[config.mk]
export PLATFORM = sky130hd
export DESIGN_NAME = vga_window_scaler
export DESIGN_NICKNAME = d
export VERILOG_FILES = /design/src/rtl/vga_pkg.sv /design/src/rtl/vga_timing_core.sv /design/src/rtl/vga_window_scaler.sv
export SDC_FILE = /design/constraint.sdc
export NUM_CORES = 1
export LEC_CHECK = 0
export ABC_CLOCK_PERIOD_IN_PS = 4200
export BUFFER_PORTS_ARGS = -buffer_cell sky130_fd_sc_hd__buf_2
export CORE_MARGIN = 2
export CORE_UTILIZATION = 61
export CTS_CLUSTER_SIZE = 20
export DETAILED_ROUTE_END_ITERATION = 10
export PLACE_DENSITY_LB_ADDON = 0.3
export SETUP_SLACK_MARGIN = 0.02
export SLEW_MARGIN = 25
export SYNTH_ARGS = -nofsm -noshare
export SYNTH_HDL_FRONTEND = slang
export SYNTH_SLANG_ARGS = --single-unit
[constraint.sdc]
create_clock -name clk25 -period 4.2 [get_ports clk25]
set_input_delay 0.21 -clock clk25 [delete_from_list [all_inputs] [get_ports clk25]]
set_output_delay 0.21 -clock clk25 [all_outputs]
set_load 0.005 [all_outputs]
[src/rtl/vga_pkg.sv]
// Shared types, default 640x480@60 timing and pixel-format helpers for the
// VGA window scaler.
package vga_pkg;

  localparam int H_ACTIVE_DEF = 640;
  localparam int H_FP_DEF     = 16;
  localparam int H_SYNC_DEF   = 96;
  localparam int H_BP_DEF     = 48;
  localparam int V_ACTIVE_DEF = 480;
  localparam int V_FP_DEF     = 10;
  localparam int V_SYNC_DEF   = 2;
  localparam int V_BP_DEF     = 33;

  localparam int PIX_RGB332 = 0;
  localparam int PIX_RGB444 = 1;

  typedef struct packed {
    logic [3:0] r;
    logic [3:0] g;
    logic [3:0] b;
  } rgb444_t;

  // Per-pixel side information that travels alongside the framebuffer read.
  typedef struct packed {
    logic hs;
    logic vs;
    logic vis;
    logic win;
    logic fs;
  } pix_tag_t;

  // MSB replication keeps full-scale 3-bit values at full-scale 4-bit values.
  function automatic rgb444_t expand332(input logic [7:0] p);
    rgb444_t c;
    c.r = {p[7:5], p[7]};
    c.g = {p[4:2], p[4]};
    c.b = {p[1:0], p[1:0]};
    return c;
  endfunction

endpackage

[src/rtl/vga_timing_core.sv]
// Stage-0 raster counters with sync, visible-area and frame-boundary decode.
module vga_timing_core #(
  parameter int H_ACTIVE = 640,
  parameter int H_FP     = 16,
  parameter int H_SYNC   = 96,
  parameter int H_BP     = 48,
  parameter int V_ACTIVE = 480,
  parameter int V_FP     = 10,
  parameter int V_SYNC   = 2,
  parameter int V_BP     = 33
) (
  input  logic       clk25,
  input  logic       reset,
  output logic [9:0] h_o,
  output logic [9:0] v_o,
  output logic       hs_act_o,
  output logic       vs_act_o,
  output logic       visible_o,
  output logic       frame_start_o,
  output logic       frame_end_o
);

  localparam int H_TOTAL = H_ACTIVE + H_FP + H_SYNC + H_BP;
  localparam int V_TOTAL = V_ACTIVE + V_FP + V_SYNC + V_BP;

  if (H_TOTAL > 1023 || V_TOTAL > 1023) begin : g_bad_total
    $fatal(1, "vga_timing_core: total line/frame length exceeds 10-bit counters");
  end

  localparam logic [9:0] H_LAST = 10'(H_TOTAL - 1);
  localparam logic [9:0] V_LAST = 10'(V_TOTAL - 1);
  localparam logic [9:0] H_VIS  = 10'(H_ACTIVE);
  localparam logic [9:0] V_VIS  = 10'(V_ACTIVE);
  localparam logic [9:0] HS_BEG = 10'(H_ACTIVE + H_FP);
  localparam logic [9:0] HS_END = 10'(H_ACTIVE + H_FP + H_SYNC);
  localparam logic [9:0] VS_BEG = 10'(V_ACTIVE + V_FP);
  localparam logic [9:0] VS_END = 10'(V_ACTIVE + V_FP + V_SYNC);

  logic [9:0] h_q, h_d;
  logic [9:0] v_q, v_d;

  always_comb begin
    h_d = h_q + 10'd1;
    v_d = v_q;
    if (h_q == H_LAST) begin
      h_d = '0;
      v_d = (v_q == V_LAST) ? '0 : v_q + 10'd1;
    end
  end

  always_ff @(posedge clk25) begin
    if (reset) begin
      h_q <= '0;
      v_q <= '0;
    end else begin
      h_q <= h_d;
      v_q <= v_d;
    end
  end

  assign h_o           = h_q;
  assign v_o           = v_q;
  assign hs_act_o      = (h_q >= HS_BEG) && (h_q < HS_END);
  assign vs_act_o      = (v_q >= VS_BEG) && (v_q < VS_END);
  assign visible_o     = (h_q < H_VIS) && (v_q < V_VIS);
  assign frame_start_o = (h_q == '0) && (v_q == '0);
  assign frame_end_o   = (h_q == H_LAST) && (v_q == V_LAST);

endmodule

[src/rtl/vga_window_scaler.sv]
// VGA timing plus framebuffer readout of a replicated image window, with the
// sync/flag path delayed to match the address register, memory and output stage.
module vga_window_scaler
  import vga_pkg::*;
#(
  parameter int          H_ACTIVE   = H_ACTIVE_DEF,
  parameter int          H_FP       = H_FP_DEF,
  parameter int          H_SYNC     = H_SYNC_DEF,
  parameter int          H_BP       = H_BP_DEF,
  parameter int          V_ACTIVE   = V_ACTIVE_DEF,
  parameter int          V_FP       = V_FP_DEF,
  parameter int          V_SYNC     = V_SYNC_DEF,
  parameter int          V_BP       = V_BP_DEF,
  parameter int          HSYNC_POL  = 0,
  parameter int          VSYNC_POL  = 0,
  parameter int          IMG_W      = 320,
  parameter int          IMG_H      = 240,
  parameter int          WIN_X      = 160,
  parameter int          WIN_Y      = 120,
  parameter int          SCALE      = 1,
  parameter int          ADDR_W     = 17,
  parameter int          PIX_FMT    = PIX_RGB332,
  parameter int          RD_LAT     = 1,
  parameter logic [11:0] BORDER_RGB = 12'h000
) (
  input  logic                                        clk25,
  input  logic                                        reset,
  output logic [ADDR_W-1:0]                           frame_addr,
  input  logic [((PIX_FMT == PIX_RGB444) ? 12 : 8)-1:0] frame_pixel,
  output logic [3:0]                                  vga_red,
  output logic [3:0]                                  vga_green,
  output logic [3:0]                                  vga_blue,
  output logic                                        vga_hsync,
  output logic                                        vga_vsync,
  output logic [9:0]                                  HCnt,
  output logic [9:0]                                  VCnt,
  output logic                                        frame_start
);

  if (SCALE < 1 || SCALE > 4) begin : g_bad_scale
    $fatal(1, "vga_window_scaler: SCALE must be 1..4");
  end
  if (RD_LAT < 1 || RD_LAT > 3) begin : g_bad_lat
    $fatal(1, "vga_window_scaler: RD_LAT must be 1..3");
  end
  if (PIX_FMT != PIX_RGB332 && PIX_FMT != PIX_RGB444) begin : g_bad_fmt
    $fatal(1, "vga_window_scaler: unknown PIX_FMT");
  end
  if (WIN_X + IMG_W * SCALE > H_ACTIVE || WIN_Y + IMG_H * SCALE > V_ACTIVE) begin : g_bad_win
    $fatal(1, "vga_window_scaler: window does not fit on screen");
  end
  if (ADDR_W > 30 || IMG_W * IMG_H > (1 << ADDR_W)) begin : g_bad_addr
    $fatal(1, "vga_window_scaler: image does not fit in ADDR_W");
  end

  localparam logic [9:0]        WX0     = 10'(WIN_X);
  localparam logic [9:0]        WX1     = 10'(WIN_X + IMG_W * SCALE);
  localparam logic [9:0]        WX_LAST = 10'(WIN_X + IMG_W * SCALE - 1);
  localparam logic [9:0]        WY0     = 10'(WIN_Y);
  localparam logic [9:0]        WY1     = 10'(WIN_Y + IMG_H * SCALE);
  localparam logic [1:0]        SC_LAST = 2'(SCALE - 1);
  localparam logic [ADDR_W-1:0] ROW_INC = ADDR_W'(IMG_W);
  localparam logic              HS_ON   = 1'(HSYNC_POL);
  localparam logic              VS_ON   = 1'(VSYNC_POL);

  logic [9:0] h, v;
  logic       hs_act, vs_act, visible, fs0, frame_end;

  vga_timing_core #(
    .H_ACTIVE(H_ACTIVE), .H_FP(H_FP), .H_SYNC(H_SYNC), .H_BP(H_BP),
    .V_ACTIVE(V_ACTIVE), .V_FP(V_FP), .V_SYNC(V_SYNC), .V_BP(V_BP)
  ) u_timing (
    .clk25        (clk25),
    .reset        (reset),
    .h_o          (h),
    .v_o          (v),
    .hs_act_o     (hs_act),
    .vs_act_o     (vs_act),
    .visible_o    (visible),
    .frame_start_o(fs0),
    .frame_end_o  (frame_end)
  );

  logic in_win, win_line_end;
  assign in_win       = (h >= WX0) && (h < WX1) && (v >= WY0) && (v < WY1);
  assign win_line_end = in_win && (h == WX_LAST);

  logic [1:0]        sx_q, sx_d, sy_q, sy_d;
  logic [ADDR_W-1:0] col_addr_q, col_addr_d, row_base_q, row_base_d;
  logic [ADDR_W-1:0] frame_addr_q, frame_addr_d;

  // Replication is done by sub-counters so the address never needs a multiplier.
  always_comb begin
    sx_d         = sx_q;
    sy_d         = sy_q;
    col_addr_d   = col_addr_q;
    row_base_d   = row_base_q;
    frame_addr_d = in_win ? (row_base_q + col_addr_q) : '0;
    if (frame_end) begin
      sx_d       = '0;
      sy_d       = '0;
      col_addr_d = '0;
      row_base_d = '0;
    end else if (win_line_end) begin
      sx_d       = '0;
      col_addr_d = '0;
      if (sy_q == SC_LAST) begin
        sy_d       = '0;
        row_base_d = row_base_q + ROW_INC;
      end else begin
        sy_d = sy_q + 2'd1;
      end
    end else if (in_win) begin
      if (sx_q == SC_LAST) begin
        sx_d       = '0;
        col_addr_d = col_addr_q + ADDR_W'(1);
      end else begin
        sx_d = sx_q + 2'd1;
      end
    end
  end

  always_ff @(posedge clk25) begin
    if (reset) begin
      sx_q         <= '0;
      sy_q         <= '0;
      col_addr_q   <= '0;
      row_base_q   <= '0;
      frame_addr_q <= '0;
    end else begin
      sx_q         <= sx_d;
      sy_q         <= sy_d;
      col_addr_q   <= col_addr_d;
      row_base_q   <= row_base_d;
      frame_addr_q <= frame_addr_d;
    end
  end

  assign frame_addr = frame_addr_q;

  pix_tag_t tag0;
  pix_tag_t tag_q [0:RD_LAT];

  always_comb begin
    tag0     = '0;
    tag0.hs  = hs_act;
    tag0.vs  = vs_act;
    tag0.vis = visible;
    tag0.win = in_win;
    tag0.fs  = fs0;
  end

  // Entry RD_LAT lines up with frame_pixel; the output register adds the last stage.
  always_ff @(posedge clk25) begin
    if (reset) begin
      for (int i = 0; i <= RD_LAT; i++) tag_q[i] <= '0;
    end else begin
      tag_q[0] <= tag0;
      for (int i = 1; i <= RD_LAT; i++) tag_q[i] <= tag_q[i-1];
    end
  end

  pix_tag_t    tap;
  logic [11:0] pix_wide;
  rgb444_t     rgb_d, rgb_q;
  logic        hsync_q, vsync_q, fs_q;

  assign tap      = tag_q[RD_LAT];
  assign pix_wide = 12'(frame_pixel);

  always_comb begin
    rgb_d = '0;
    if (tap.win) begin
      rgb_d = (PIX_FMT == PIX_RGB444) ? rgb444_t'(pix_wide) : expand332(pix_wide[7:0]);
    end else if (tap.vis) begin
      rgb_d = rgb444_t'(BORDER_RGB);
    end
  end

  always_ff @(posedge clk25) begin
    if (reset) begin
      rgb_q   <= '0;
      hsync_q <= ~HS_ON;
      vsync_q <= ~VS_ON;
      fs_q    <= 1'b0;
    end else begin
      rgb_q   <= rgb_d;
      hsync_q <= tap.hs ? HS_ON : ~HS_ON;
      vsync_q <= tap.vs ? VS_ON : ~VS_ON;
      fs_q    <= tap.fs;
    end
  end

  assign vga_red     = rgb_q.r;
  assign vga_green   = rgb_q.g;
  assign vga_blue    = rgb_q.b;
  assign vga_hsync   = hsync_q;
  assign vga_vsync   = vsync_q;
  assign frame_start = fs_q;
  assign HCnt        = h;
  assign VCnt        = v;

endmodule

==> results of run 1 <==
-- flip-flops by register name, indices dropped and copies added (netlist names) --
signal        flops
u_timing.v_o     10
u_timing.h_o     10
vga_hsync         1
vga_blue          2
vga_vsync         1
col_addr_q       17
sx_q              2
vga_green         3
tag_q             8
sy_q              2
vga_red           3
frame_start       1
frame_addr       17
row_base_q       11
-- cell families after synthesis --
family | count (synthesis)
flip-flops | 88
AO/OA/AOI/OAI | 71
AND/OR/NAND/NOR | 193
multiplexers | 10
adder cells (fa/ha/maj) | 21
XOR/XNOR | 26
buffers and inverters | 42
-- worst max path at each step --
stage | from | end | slack (ps) | cells past startpoint
after floorplan | u_timing.h_o[0] | row_base_q[10] | 2240 | 8
after global placement | u_timing.v_o[3] | col_addr_q[13] | 1830 | 5
after detailed placement | u_timing.v_o[3] | col_addr_q[13] | 1750 | 5
after CTS | u_timing.v_o[3] | col_addr_q[13] | 1720 | 5
after global routing | u_timing.v_o[3] | col_addr_q[13] | 1490 | 5
final | u_timing.v_o[3] | col_addr_q[13] | 1690 | 5
-- synth_stat cells (all sizes together) (2+ instances only) --
| cell | count | area, sq um |
|---|---|---|
| dfxtp | 88 | 1760 |
| nor2 | 52 | 195 |
| nand2 | 25 | 96.4 |
| inv | 21 | 78.8 |
| ha | 20 | 250 |
| buf | 19 | 150 |
| nand4 | 19 | 191 |
| a21oi | 17 | 96.4 |
| and2 | 17 | 109 |
| xor2 | 17 | 149 |
| nand3 | 13 | 65.1 |
| o21ai | 13 | 68.8 |
| nor3 | 12 | 65.1 |
| mux2i | 10 | 113 |
| xnor2 | 9 | 78.8 |
| and3 | 8 | 60.1 |
| nor2b | 8 | 50.1 |
| or4 | 7 | 52.6 |
| and4 | 6 | 55.1 |
| or3 | 6 | 37.5 |
| a211oi | 5 | 50.1 |
| nand2b | 5 | 31.3 |
| o31ai | 5 | 37.5 |
| o41ai | 5 | 43.8 |
| or2 | 5 | 31.3 |
| o21a | 4 | 30.0 |
| o311ai | 4 | 35.0 |
| a21o | 3 | 22.5 |
| nor4 | 3 | 25.0 |
| nor4b | 3 | 26.3 |
| o211ai | 3 | 22.5 |
| a31oi | 2 | 12.5 |
| clkbuf | 2 | 7.51 |
-- worst max-delay path: cells and delay by family, from the launching register on --
kind	cells	cell delay [ps]
AOI/OAI and AO/OA	3	980
DFF	1	450
and+or+nand+nor	2	1010
-- stage by stage --
stage	std cells	hold slack, ps
2_1_floorplan	451	329
3_3_place_gp	571	355
3_5_place_dp	571	371
4_1_cts	586	40.8
5_1_grt	586	38.4
6_report	586	57.9
-- power by group --
| part | total, mW | internal (mW) | switching [mW] |
|---|---|---|---|
| registers | 0.842 | 0.838 | 0.00395 |
| logic | 0.0295 | 0.0122 | 0.0173 |
| clock network | 0.530 | 0.244 | 0.287 |
-- metal layers --
metal,up-vias,track usage,part of all wire
li1,1701,-,-
met1,1539,0.302,0.46
met2,83,0.355,0.48
met3,8,0.0474,0.045
met4,0,0.0713,0.011
met5,-,0,0
-- placed cells by master (no fill, tap or decap), types with 3 or more instances in the layout --
cell        instances
or4_1               7
nand2_1            24
o41ai_1             5
ha_1               20
buf_2              61
nor3_1             11
a211oi_1            4
a21oi_1            16
o31ai_1             5
a21o_1              3
o211ai_1            3
clkbuf_8           11
nor2_1             52
nand4_4             4
xnor2_1             9
o21a_1              4
and4_1              5
clkinvlp_4          4
nand2b_1            5
inv_1              20
xor2_1             17
nor4b_1             3
and2_1             16
o311ai_1            3
mux2i_1             9
or2_2               4
dfxtp_1            88
nor2b_1             8
and3_1              6
o21ai_0            11
or3_1               6
nand3_1            13
nand4_1            13
-- cell type report --
cell class,count,share of cell area
Multi-Input combinational cell,321,0.481
Inverter,21,0.0168
Clock inverter,4,0.00642
Sequential cell,88,0.376
Clock buffer,11,0.0323
Timing Repair Buffer,61,0.0652
Tap cell,80,0.0214
==> results.ini, run 1 <==
[setup_path]
cp-end-kind = flop
r2r_slack_ps = 1690
worstSetupStartpointType = flop
critPathKind = flop to flop
required_ps = 4470
r2r-end = col_addr_q[13]
critical-path-max-stage-delay_ps = 550
crit_fanout = 12
worstReg2RegStart = u_timing.v_o[3]
cp.arrival_ps = 2790
crit_chain = o211a_1 > o21ai_2 > nand4_1 > or4_1 > a21oi_1
rr_worst_depth = 5
critical_path.slowest_cell = o21ai_2

[clock_network]
post-cts-setup-buffers = 0
cts_resized = 0
cts_sinks = 88
cts.clk_slew.worst_paths_ps = 80
cts_tree = done
clockBufferDepth = 2
cts-buffers-inserted = 9
clk_latency_ps = 350
cts-root-buf = clkbuf_8
holdBufCountCts = 0
htreeDepth = 3

[global_routing]
gr-total-overflow = 0
grt_pass1_vias = 2863
grt_pass1_wl_um = 13600
antenna_found_initial = 0
track_usage = 0.223
grt_max_degree = 20

[logic_synthesis]
synth_edf_count = 0
synthSimpleGateAreaFrac = 0.266
syn-cell-area_sq_um = 4250
synthMuxAreaShare = 0.0265
async_flop_share = 0
ys_seq_elements = 88
synth_warnings = 0
synth_cell_type_count = 66
syn_area_per_cell_sq_um = 9.43
yosysSeqAreaShare = 0.414
synth_compound_area_frac = 0.121
synth-adder-area-share = 0.0636
ys.flop_type = dfxtp_1
syn_nets = 482
synth_top_family_by_area = simple AND/OR/NAND/NOR gates
synthCells = 451
synth-xor-area-share = 0.0536

[route]
wl_per_cell_um = 13.8
wirelength_um = 8110
drtIter0Drc = 190
drt_first_pass_iters = 4
ant_nets = 0
drc_errors = 0
avgViaCountPerCell = 5.68
vias = 3331

[finish]
seq_area_sq_um = 1760
drive_above_1_share = 0.198
n_fill_cell = 536
nNetsFinal = 533
n_antenna_cell = 0
multi_input_area_sq_um = 2250
synthToLayoutAreaGrowth_pct = 10.1
finalInstanceArea_sq_um = 4680
fin_util = 0.693

[floorplan]
die_area_sq_um = 7650
core_sq_um = 6760
die_y_um = 87.5
rows = 30
initial_core_util = 0.629
ioPinCount = 62
dieWidth_um = 87.5

[placement]
pre_cts_slack_ps = 1750
post_dp_cell_area_sq_um = 4500
gp_congestion = 0.869
dp_hpwl_um = 5810
port_buffers = 61

[sta]
final.period_utilization = 0.598
drv_slew = 0
rsz0062_at_grt = false
hold_viol_final = 0
setup_viol = 0
fin_crit_ps = 2510
tns_ps = 0
maxSlewHeadroom = 0.491
tightest_slew_ps = 744
clock.fmax_ghz = 0.398
skew_ps = 5.94
setup_slack_ps = 1690

[flow_run]
max_cap_violations = 0

[worst_hold_path]
hold_path_depth = 2
holdCritPathClass = primary input to flop
hp-start = frame_pixel[2]
hold-path-endpoint = vga_green[1]

[outcome]
status = finished clean

[pwr]
leakagePower_nw = 1.98
p_total_mw = 1.40
p_per_area_nw_per_um2 = 299
max-vdd-ir-drop_uv = 184

Note: power is estimated with default switching activity, not from simulation.
==> inputs of run 2 (changes only) <==
- ABC_CLOCK_PERIOD_IN_PS: 4200 -> 2160
- CORE_UTILIZATION: 61 -> 51
- clock period: 4.2 -> 2.16 ns (I/O delays scaled with it)
==> results.ini, run 2 (synthesized netlist as in run 1, its figures left out) <==
[outcome]
status = finished clean

[placement]
post_dp_cell_area_sq_um = 4690
gp_congestion = 0.836
port_buffers = 61
dp_hpwl_um = 6360

[clock_network]
cts-root-buf = clkbuf_8
cts_tree = done
cts_sinks = 88
clockBufferDepth = 2
cts-buffers-inserted = 9
htreeDepth = 3
cts.clk_slew.worst_paths_ps = 90
clk_latency_ps = 360

[setup_path]
cp.arrival_ps = 2360
worstReg2RegStart = col_addr_q[6]
critPathKind = flop to flop
worstSetupStartpointType = flop
r2r_slack_ps = 100
rr_worst_depth = 8
required_ps = 2460
r2r-end = frame_addr[14]
crit_fanout = 4
cp-end-kind = flop

[finish]
drive_above_1_share = 0.233
mostFrequentLayoutCell = dfxtp_1
multi_input_area_sq_um = 2280
finalInstanceArea_sq_um = 5010
n_fill_cell = 696
synthToLayoutAreaGrowth_pct = 17.9
nNetsFinal = 562
seq_area_sq_um = 1760
n_antenna_cell = 0
layout_common_cells = 88 x dfxtp_1, 61 x buf_2, 52 x nor2_1, 24 x nand2_1

[pwr]
clockPowerShare = 0.405
max-vdd-ir-drop_uv = 274
p_per_area_nw_per_um2 = 576
p_comb_frac = 0.028
p_sw_frac = 0.233
leakagePower_nw = 2.19
switching_power_mw = 0.672
seqPwrFrac = 0.566
cellInternalPower_mw = 2.22

[route]
dr_wl_met3_um = 304
avgViaCountPerCell = 5.53
drtIter0Drc = 172
ant_nets = 0
drt_first_pass_iters = 4
top_layer = met4
vias = 3542
wl_per_cell_um = 13.9
wl_met2_um = 4380
drc_errors = 0
wirelength_um = 8910
wl_met1_um = 4090

[sta]
final.period_utilization = 0.953
tightest_slew_ps = 617
rsz0062_at_grt = true
skew_ps = 8.44
hold_viol_final = 0
maxSlewHeadroom = 0.587
clock.fmax_ghz = 0.486
fin_crit_ps = 2060
drv_slew = 0
tns_ps = 0
setup_viol = 0

[worst_hold_path]
holdCritPathClass = primary input to flop
hp-start = reset
hold_path_depth = 2
hold-path-endpoint = u_timing.h_o[6]

[global_routing]
gr-total-overflow = 0
antenna_found_initial = 0
grt_max_degree = 17
track_usage = 0.206
grt_pass1_vias = 3217
grt_pass1_wl_um = 14500

[floorplan]
ioPinCount = 62
rows = 33
die_y_um = 95.3
initial_core_util = 0.523
dieWidth_um = 95.3
die_area_sq_um = 9080
core_sq_um = 8130

[flow_run]
max_cap_violations = 0

==> run 2: changes by cell type in the layout (fill, tap and decap cells not counted), moves of 2 or more <==
cell	previous run	this run
clkinv_4	0	2
inv_6	0	2
dlygate4sd3_1	0	8
clkbuf_8	11	9
clkinvlp_4	4	2
buf_4	0	20
==> run 2: cell type report <==
class,instances,area share
Multi-Input combinational cell,321,0.455
Sequential cell,88,0.351
Timing Repair Buffer,90,0.111
Tap cell,105,0.0262
Clock buffer,9,0.0247
Clock inverter,7,0.0160
Inverter,21,0.0157
==> run 2: worst max-delay path by stage <==
stage | from | endpoint | slack (ps)
finish | col_addr_q[6] | frame_addr[14] | 100
detailed placement | row_base_q[7] | frame_addr[13] | 130
global placement | col_addr_q[7] | frame_addr[13] | 160
global route | u_timing.h_o[1] | row_base_q[8] | 20
CTS | u_timing.h_o[1] | row_base_q[14] | 110
floorplan | u_timing.h_o[0] | row_base_q[10] | 200
==> run 2: layer usage <==
metal,GRT usage,up-vias
met5,0,-
met4,0.0833,0
met3,0.0379,10
met2,0.352,68
met1,0.256,1698
li1,-,1766
==> run 2: power by group through the flow <==
stage / Clock, mW / Combinational [mW] / Sequential, mW
2_1_floorplan: 0 / 0.0389 / 1.67
3_3_place_gp: 0 / 0.0683 / 1.67
3_5_place_dp: 0 / 0.0693 / 1.67
4_1_cts: 1.19 / 0.0811 / 1.64
5_1_grt: 1.26 / 0.0907 / 1.64
6_report: 1.17 / 0.0816 / 1.64
==> run 2: stage by stage <==
step                      hold slack [ps]  utilization  instances  total power [mW]  worst slack, ps
after global placement                309        0.577        616              1.74              164
after floorplan                       227            -        451              1.71              199
final                                 105        0.616        641              2.89              102
after global routing                  112        0.616        641              2.99             19.5
after detailed placement              314        0.577        616              1.74              133
after CTS                            99.9        0.612        640              2.91              114
==> run 2: timing repair <==
item                                    in CTS  in global routing
gates resized for setup                      0                  6
hold buffers                                 8                  0
buffers inserted                             0                  1
endpoints found under the setup margin       0                  7
endpoints found under the hold margin        8                  0
==> run 2: critical path: stages (launching register included) <==
cell	delay (ps)
dfxtp_1	360
ha_1	250
inv_1	80
fa_1	200
nor2b_2	60
o31a_1	270
o21a_1	210
o41ai_1	370
mux2i_1	220
